[config.mk]
export PLATFORM = sky130hd
export DESIGN_NAME = mem_stage
export DESIGN_NICKNAME = d
export VERILOG_FILES = /design/src/rtl/mem_pkg.sv /design/src/rtl/mem_lane_align.sv /design/src/rtl/mem_stage.sv
export SDC_FILE = /design/constraint.sdc
export NUM_CORES = 1
export LEC_CHECK = 0
export ABC_AREA = 0
export CAP_MARGIN = 20
export CORE_MARGIN = 1.5
export CORE_UTILIZATION = 50
export DETAILED_ROUTE_END_ITERATION = 6
export GPL_TIMING_DRIVEN = 1
export MAX_ROUTING_LAYER = met4
export PLACE_DENSITY = 0.85
export SYNTH_ARGS = -nofsm -noshare
export SYNTH_HDL_FRONTEND = slang
export SYNTH_HIERARCHICAL = 1
export SYNTH_SLANG_ARGS = --single-unit
[constraint.sdc]
create_clock -name clk -period 4.5 [get_ports clk]
set_input_delay 0.675 -clock clk [delete_from_list [all_inputs] [get_ports clk]]
set_output_delay 0.675 -clock clk [all_outputs]
set_load 0.02 [all_outputs]
[src/rtl/mem_pkg.sv]
// Shared definitions for the MEM stage: opcodes, FSM/size enums, the latched EX bundle
// and small opcode-decode helpers.
package mem_pkg;

  localparam logic [5:0] OP_LW  = 6'b100011;
  localparam logic [5:0] OP_LB  = 6'b100000;
  localparam logic [5:0] OP_LBU = 6'b100100;
  localparam logic [5:0] OP_LH  = 6'b100001;
  localparam logic [5:0] OP_LHU = 6'b100101;
  localparam logic [5:0] OP_SW  = 6'b101011;
  localparam logic [5:0] OP_SB  = 6'b101000;
  localparam logic [5:0] OP_SH  = 6'b101001;

  typedef enum logic {IDLE, ACCESS} state_e;
  typedef enum logic [1:0] {BYTE, HALF, WORD} size_e;

  typedef struct packed {
    logic        valid;
    logic [31:0] instr;
    logic [31:0] res;
    logic [31:0] wd;
    logic [31:0] rd2;
    logic [4:0]  a3;
    logic [1:0]  new_cyc;
  } ex_bundle_t;

  function automatic logic is_load(input logic [5:0] op);
    return op inside {OP_LW, OP_LB, OP_LBU, OP_LH, OP_LHU};
  endfunction

  function automatic logic is_store(input logic [5:0] op);
    return op inside {OP_SW, OP_SB, OP_SH};
  endfunction

  function automatic size_e op_size(input logic [5:0] op);
    if (op inside {OP_LB, OP_LBU, OP_SB}) return BYTE;
    if (op inside {OP_LH, OP_LHU, OP_SH}) return HALF;
    return WORD;
  endfunction

  function automatic logic op_signed(input logic [5:0] op);
    return (op == OP_LB) || (op == OP_LH);
  endfunction

  function automatic logic misaligned(input size_e sz, input logic [1:0] a);
    case (sz)
      WORD:    return a != 2'b00;
      HALF:    return a[0];
      default: return 1'b0;
    endcase
  endfunction

endpackage

[src/rtl/mem_lane_align.sv]
// Combinational lane steering: store byte-enables and data replication, load byte/half
// extraction with sign or zero extension.
module mem_lane_align
  import mem_pkg::*;
(
  input  size_e       size_i,
  input  logic        sign_i,
  input  logic [1:0]  addr_i,
  input  logic [31:0] st_data_i,
  input  logic [31:0] ld_word_i,
  output logic [3:0]  be_o,
  output logic [31:0] wdata_o,
  output logic [31:0] ld_data_o
);

  logic [7:0]  sel_byte;
  logic [15:0] sel_half;

  // NOTE: every output of a combinational block gets a default first so no path infers a latch.
  always_comb begin
    be_o      = 4'b1111;
    wdata_o   = st_data_i;
    ld_data_o = ld_word_i;
    sel_byte  = ld_word_i[{addr_i, 3'b000} +: 8];
    sel_half  = addr_i[1] ? ld_word_i[31:16] : ld_word_i[15:0];
    case (size_i)
      BYTE: begin
        be_o      = 4'b0001 << addr_i;
        wdata_o   = {4{st_data_i[7:0]}};
        ld_data_o = {{24{sign_i & sel_byte[7]}}, sel_byte};
      end
      HALF: begin
        be_o      = addr_i[1] ? 4'b1100 : 4'b0011;
        wdata_o   = {2{st_data_i[15:0]}};
        ld_data_o = {{16{sign_i & sel_half[15]}}, sel_half};
      end
      default: ;
    endcase
  end

endmodule

[src/rtl/mem_stage.sv]
// MEM pipeline stage: latches the EX bundle, runs the data-memory req/ready access with a
// MAX_WAIT timeout, and drives the registered MEM->WB bundle. Optional: MEM_ALIGN_EXC_EN.
module mem_stage
  import mem_pkg::*;
#(
  parameter int MAX_WAIT = 15
) (
  input  logic        clk,
  input  logic        reset,
  input  logic        EX_valid,
  input  logic [31:0] EX_instr,
  input  logic [31:0] EX_MEM_RES,
  input  logic [31:0] EX_MEM_WD,
  input  logic [31:0] EX_MEM_RD2,
  input  logic [4:0]  EX_A3,
  input  logic [1:0]  EX_NEW,
  output logic        MEM_stall,
  output logic        dm_req,
  output logic        dm_we,
  output logic [3:0]  dm_be,
  output logic [31:0] dm_addr,
  output logic [31:0] dm_wdata,
  input  logic [31:0] dm_rdata,
  input  logic        dm_ready,
  output logic        dm_timeout,
`ifdef MEM_ALIGN_EXC_EN
  output logic        mem_align_exc,
`endif
  output logic        MEM_valid,
  output logic [31:0] MEM_instr,
  output logic [4:0]  MEM_A3,
  output logic [31:0] MEM_WD,
  output logic [1:0]  MEM_NEW
);

  localparam int CW = $clog2(MAX_WAIT + 1);

  state_e          state_q;
  logic [CW-1:0]   cnt_q;
  ex_bundle_t      lat_q, ex_bundle;
  logic            mem_valid_q;
  logic [31:0]     mem_instr_q, mem_wd_q;
  logic [4:0]      mem_a3_q;
  logic [1:0]      mem_new_q;

  logic            valid_d;
  logic [31:0]     instr_d, wd_d;
  logic [4:0]      a3_d;
  logic [1:0]      new_d;

  logic [5:0]      ex_op, lat_op;
  logic            ex_mem, ex_misal, ex_start, lat_ld, lat_misal, timeout_now;
  logic [1:0]      lat_new_dec;
  logic [3:0]      be;
  logic [31:0]     wdata, ld_data;

  assign ex_bundle = '{EX_valid, EX_instr, EX_MEM_RES, EX_MEM_WD, EX_MEM_RD2, EX_A3, EX_NEW};
  assign ex_op     = EX_instr[31:26];
  assign lat_op    = lat_q.instr[31:26];
  assign ex_mem    = is_load(ex_op) || is_store(ex_op);
  assign lat_ld    = is_load(lat_op);

`ifdef MEM_ALIGN_EXC_EN
  assign ex_misal  = misaligned(op_size(ex_op), EX_MEM_RES[1:0]);
  assign lat_misal = (is_load(lat_op) || is_store(lat_op)) &&
                     misaligned(op_size(lat_op), lat_q.res[1:0]);
`else
  assign ex_misal  = 1'b0;
  assign lat_misal = 1'b0;
`endif

  // Misaligned ops (when trapped) never enter ACCESS; they retire from IDLE next cycle.
  assign ex_start    = EX_valid && ex_mem && !ex_misal;
  assign timeout_now = (state_q == ACCESS) && (cnt_q == CW'(MAX_WAIT));
  assign lat_new_dec = (lat_q.new_cyc == 2'd0) ? 2'd0 : lat_q.new_cyc - 2'd1;

  assign dm_req     = (state_q == ACCESS) && !timeout_now;
  assign MEM_stall  = dm_req && !dm_ready;
  assign dm_timeout = timeout_now;
  assign dm_we      = dm_req && is_store(lat_op);
  assign dm_be      = dm_req ? be : 4'b0000;
  assign dm_addr    = dm_req ? {lat_q.res[31:2], 2'b00} : 32'h0;
  assign dm_wdata   = dm_req ? wdata : 32'h0;

  mem_lane_align u_align (
    .size_i    (op_size(lat_op)),
    .sign_i    (op_signed(lat_op)),
    .addr_i    (lat_q.res[1:0]),
    .st_data_i (lat_q.rd2),
    .ld_word_i (dm_rdata),
    .be_o      (be),
    .wdata_o   (wdata),
    .ld_data_o (ld_data)
  );

  // Retirement value of whatever the latch holds this cycle; zeros mean a bubble to WB.
  always_comb begin
    valid_d = 1'b0;
    instr_d = '0;
    a3_d    = '0;
    wd_d    = '0;
    new_d   = '0;
    if (state_q == ACCESS) begin
      if (!MEM_stall) begin
        valid_d = 1'b1;
        instr_d = lat_q.instr;
        if (!timeout_now) begin
          a3_d  = lat_q.a3;
          wd_d  = lat_ld ? ld_data : lat_q.wd;
          new_d = lat_ld ? 2'd0 : lat_new_dec;
        end
      end
    end else if (lat_q.valid) begin
      valid_d = 1'b1;
      instr_d = lat_q.instr;
      if (!lat_misal) begin
        a3_d  = lat_q.a3;
        wd_d  = lat_q.wd;
        new_d = lat_new_dec;
      end
    end
  end

  // NOTE: sequential state uses non-blocking assignments so every flop samples pre-edge values.
  always_ff @(posedge clk or negedge reset) begin
    if (!reset) begin
      state_q     <= IDLE;
      cnt_q       <= '0;
      lat_q       <= '0;
      mem_valid_q <= 1'b0;
      mem_instr_q <= '0;
      mem_a3_q    <= '0;
      mem_wd_q    <= '0;
      mem_new_q   <= '0;
    end else begin
      mem_valid_q <= valid_d;
      mem_instr_q <= instr_d;
      mem_a3_q    <= a3_d;
      mem_wd_q    <= wd_d;
      mem_new_q   <= new_d;
      if (!MEM_stall) begin
        lat_q   <= ex_bundle;
        state_q <= ex_start ? ACCESS : IDLE;
        cnt_q   <= '0;
      end else begin
        cnt_q   <= cnt_q + CW'(1);
      end
    end
  end

`ifdef MEM_ALIGN_EXC_EN
  logic align_exc_q;
  always_ff @(posedge clk or negedge reset) begin
    if (!reset) align_exc_q <= 1'b0;
    else        align_exc_q <= (state_q == IDLE) && lat_q.valid && lat_misal;
  end
  assign mem_align_exc = align_exc_q;
`endif

  assign MEM_valid = mem_valid_q;
  assign MEM_instr = mem_instr_q;
  assign MEM_A3    = mem_a3_q;
  assign MEM_WD    = mem_wd_q;
  assign MEM_NEW   = mem_new_q;

endmodule
==> metrics.yaml <==
detailed_routing:
  drc: 0
  dr.pass1.iters: 5
  dr.first_iter.drc_count: 455
  wl_per_cell_microns: 20.4
  wl_microns: 26600
  postRouteAntennaNets: 0
  routed_via_density: 5.43
  num_vias: 7069
placement:
  place_congestion: 0.829
  io_buffers: 312
  dp_hpwl_microns: 17800
clocking:
  clk_pin_slew_ns: 0.06
  tritoncts: "done"
  htreeDepth: 1
  clockBufferDepth: 3
  cts_setup_buffers: 0
  cts_buffers: 23
  insertion_delay_ns: 0.51
  post_cts_resized: 0
  clock-root-buffer: "clkbuf_16"
  hold_buffers: 0
  clkSinkCount: 213
synth:
  yosys.area.top_type: "dfrtp_1"
  synth_edf_count: 0
  synth-main-ff-cell: "dfrtp_1"
  synthArstFlopShare_pct: 100
  synth.area.top_cells: "dfrtp_1, mux2_4, mux2_2"
  netlist_instances: 742
  yosysWarningCount: 6
  synth_top_area_share_pct: 54.1
  ys_seq_elements: 213
  ys_seq_area_share_pct: 54.1
  syn-cell-area_sq_mm: 0.00984
  synth_area_per_cell_sq_um: 13.3
  synth_cell_type_count: 46
outcome:
  outcome: "completed"
power:
  ir_drop_mv: 0.219
  power_leakage_uw: 0.00631
  power_density_mw_per_mm2: 356
setup_path:
  path_class: "flop to primary output"
  path_buf_inv: 1
  required_ns: 3.83
  slowest_stage: "clkdlybuf4s50_1"
  path_max_fanout: 9
  crit_arrival_ns: 3.19
  cp_top_family: "simple AND/OR/NAND/NOR gates"
  max_stage_delay_ns: 0.53
  critical_path.cell_chain: "nand2b_1 > a211o_2 > nor2_2 > or2_1 > mux2_2 > and3_1 > clkdlybuf4s50_1"
  worstSetupStartpointType: "flop"
  endpoint_kind: "primary output"
finish:
  mostFrequentLayoutCell: "clkdlybuf4s50_1"
  drive_above_1_share_pct: 20.6
  final_cell_mix: "clkdlybuf4s50_1, dfrtp_1, mux2_4"
  diodes: 0
  fin_nets: 1193
  final_util_pct: 70.9
  area_growth_pct: 39.7
grt:
  antenna_found_initial: 0
  grt_max_degree: 109
  grt_pass1_vias: 7395
  overflow: 0
  grt_pass1_wl_microns: 40300
  grt.total_usage_pct: 26.3
floorplanning:
  row_count: 51
  ios: 315
  fp.dieW_microns: 143
  dieArea_sq_mm: 0.0205
  start_util_pct: 50.7
  core_area_sq_mm: 0.0194
  die_height_microns: 143
sta:
  drv_slew: 0
  finalCritPeriodShare_pct: 86.0
  fmax_mhz: 258
  finalHoldViolations: 0
  relSlewSlack_pct: 30.6
  tns_ns: 0
  clock_skew_ns: 0.00884
  tightest_slew_ns: 1.04
  rsz0062_at_grt: "false"
  whs_ns: 0.212
  layout_min_cycle_time_ns: 3.87
  setup_viol: 0
hold_path:
  hold_path.class: "input port to async pin"
job:
  max_cap_viol_count: 0
## per-stage QoR
step                      total power (uW)  instance area (sq um)  cells  setup slack, ns
after floorplan                       2610                   9850    743             1.72
after global placement                3030                  13000   1260             1.22
after detailed placement              3050                  13000   1260             1.16
after CTS                             4930                  13700   1302            0.608
after global routing                  5080                  13800   1303            0.482
final                                 4890                  13800   1303            0.631
## area by class of cell
class | count | area (sq um)
clock inverter | 7 | 63.8
fill | 1307 | 5650
multi-input combinational | 450 | 4060
clock buffer | 35 | 691
timing repair buffer | 324 | 3240
inverter | 9 | 33.8
tap | 265 | 332
sequential | 213 | 5330
## cell usage after synthesis, types with 8 or more instances
cell,number
mux2_2,71
a22oi_1,8
o22ai_1,16
o21ai_0,12
inv_1,9
o221ai_1,8
mux2i_1,17
mux2_4,79
nor2_1,15
a22o_1,32
nand2_1,24
buf_4,12
clkbuf_1,26
buf_2,17
and3_1,69
dfrtp_1,213
nor2b_1,48
buf_6,16
## cells by family (layout without fill, tap and decap cells)
| kind of cell | Yosys count | after routing | share of synthesized area [%] |
|---|---|---|---|
| AO/OA/AOI/OAI | 100 | 100 | 8.12 |
| XOR/XNOR | 2 | 2 | 0.178 |
| adder cells (fa/ha/maj) | 1 | 1 | 0.127 |
| buffers and inverters | 80 | 375 | 4.94 |
| flip-flops | 213 | 213 | 54.1 |
| multiplexers | 168 | 168 | 22.1 |
| other | 1 | 2 | 0.0381 |
| AND/OR/NAND/NOR | 177 | 177 | 10.3 |
## power breakdown
group	total [uW]	internal [uW]	switching (uW)
Combinational	874	487	387
Sequential	2150	2060	87.2
Clock	1870	1110	757
Total	4890	3660	1230
## worst register-to-register path, delay by kind of cell (launching register included)
| kind | cells | cell delay (ns) |
|---|---|---|
| AO/OA/AOI/OAI | 3 | 1.17 |
| flip-flops | 1 | 0.39 |
| AND/OR/NAND/NOR | 3 | 1.06 |
## per-layer routing
| metal | track usage [%] | routed length, microns | vias up |
|---|---|---|---|
| met5 | - | 0 | - |
| met4 | 7.57 | 663 | 0 |
| met2 | 43.1 | 13100 | 342 |
| met1 | 32.4 | 10500 | 3487 |
| met3 | 6.50 | 2450 | 48 |
| li1 | - | - | 3192 |
## sequential cells by signal, indices dropped and copies added (netlist names)
signal and count:
lat_q 130, MEM_WD 32, MEM_instr 32, lat_op 6
MEM_A3 5, cnt_q 4, MEM_NEW 2, MEM_valid 1
state_q 1
## final timing paths
| kind | startpoint | end | slack, ns | cells past startpoint |
|---|---|---|---|---|
| max | lat_op[4] | dm_wdata[8] | 0.63 | 7 |
| min | reset | MEM_instr[9] | 0.21 | 1 |
| max reg2reg | lat_op[4] | MEM_WD[11] | 1.80 | 6 |
| min reg2reg | cnt_q[0] | cnt_q[0] | 0.47 | 1 |
| max in group asynchronous | reset | lat_q[24] | 3.35 | 2 |
| min in group clk | cnt_q[0] | cnt_q[0] | 0.47 | 1 |
Power figures use the tool's default switching activity.
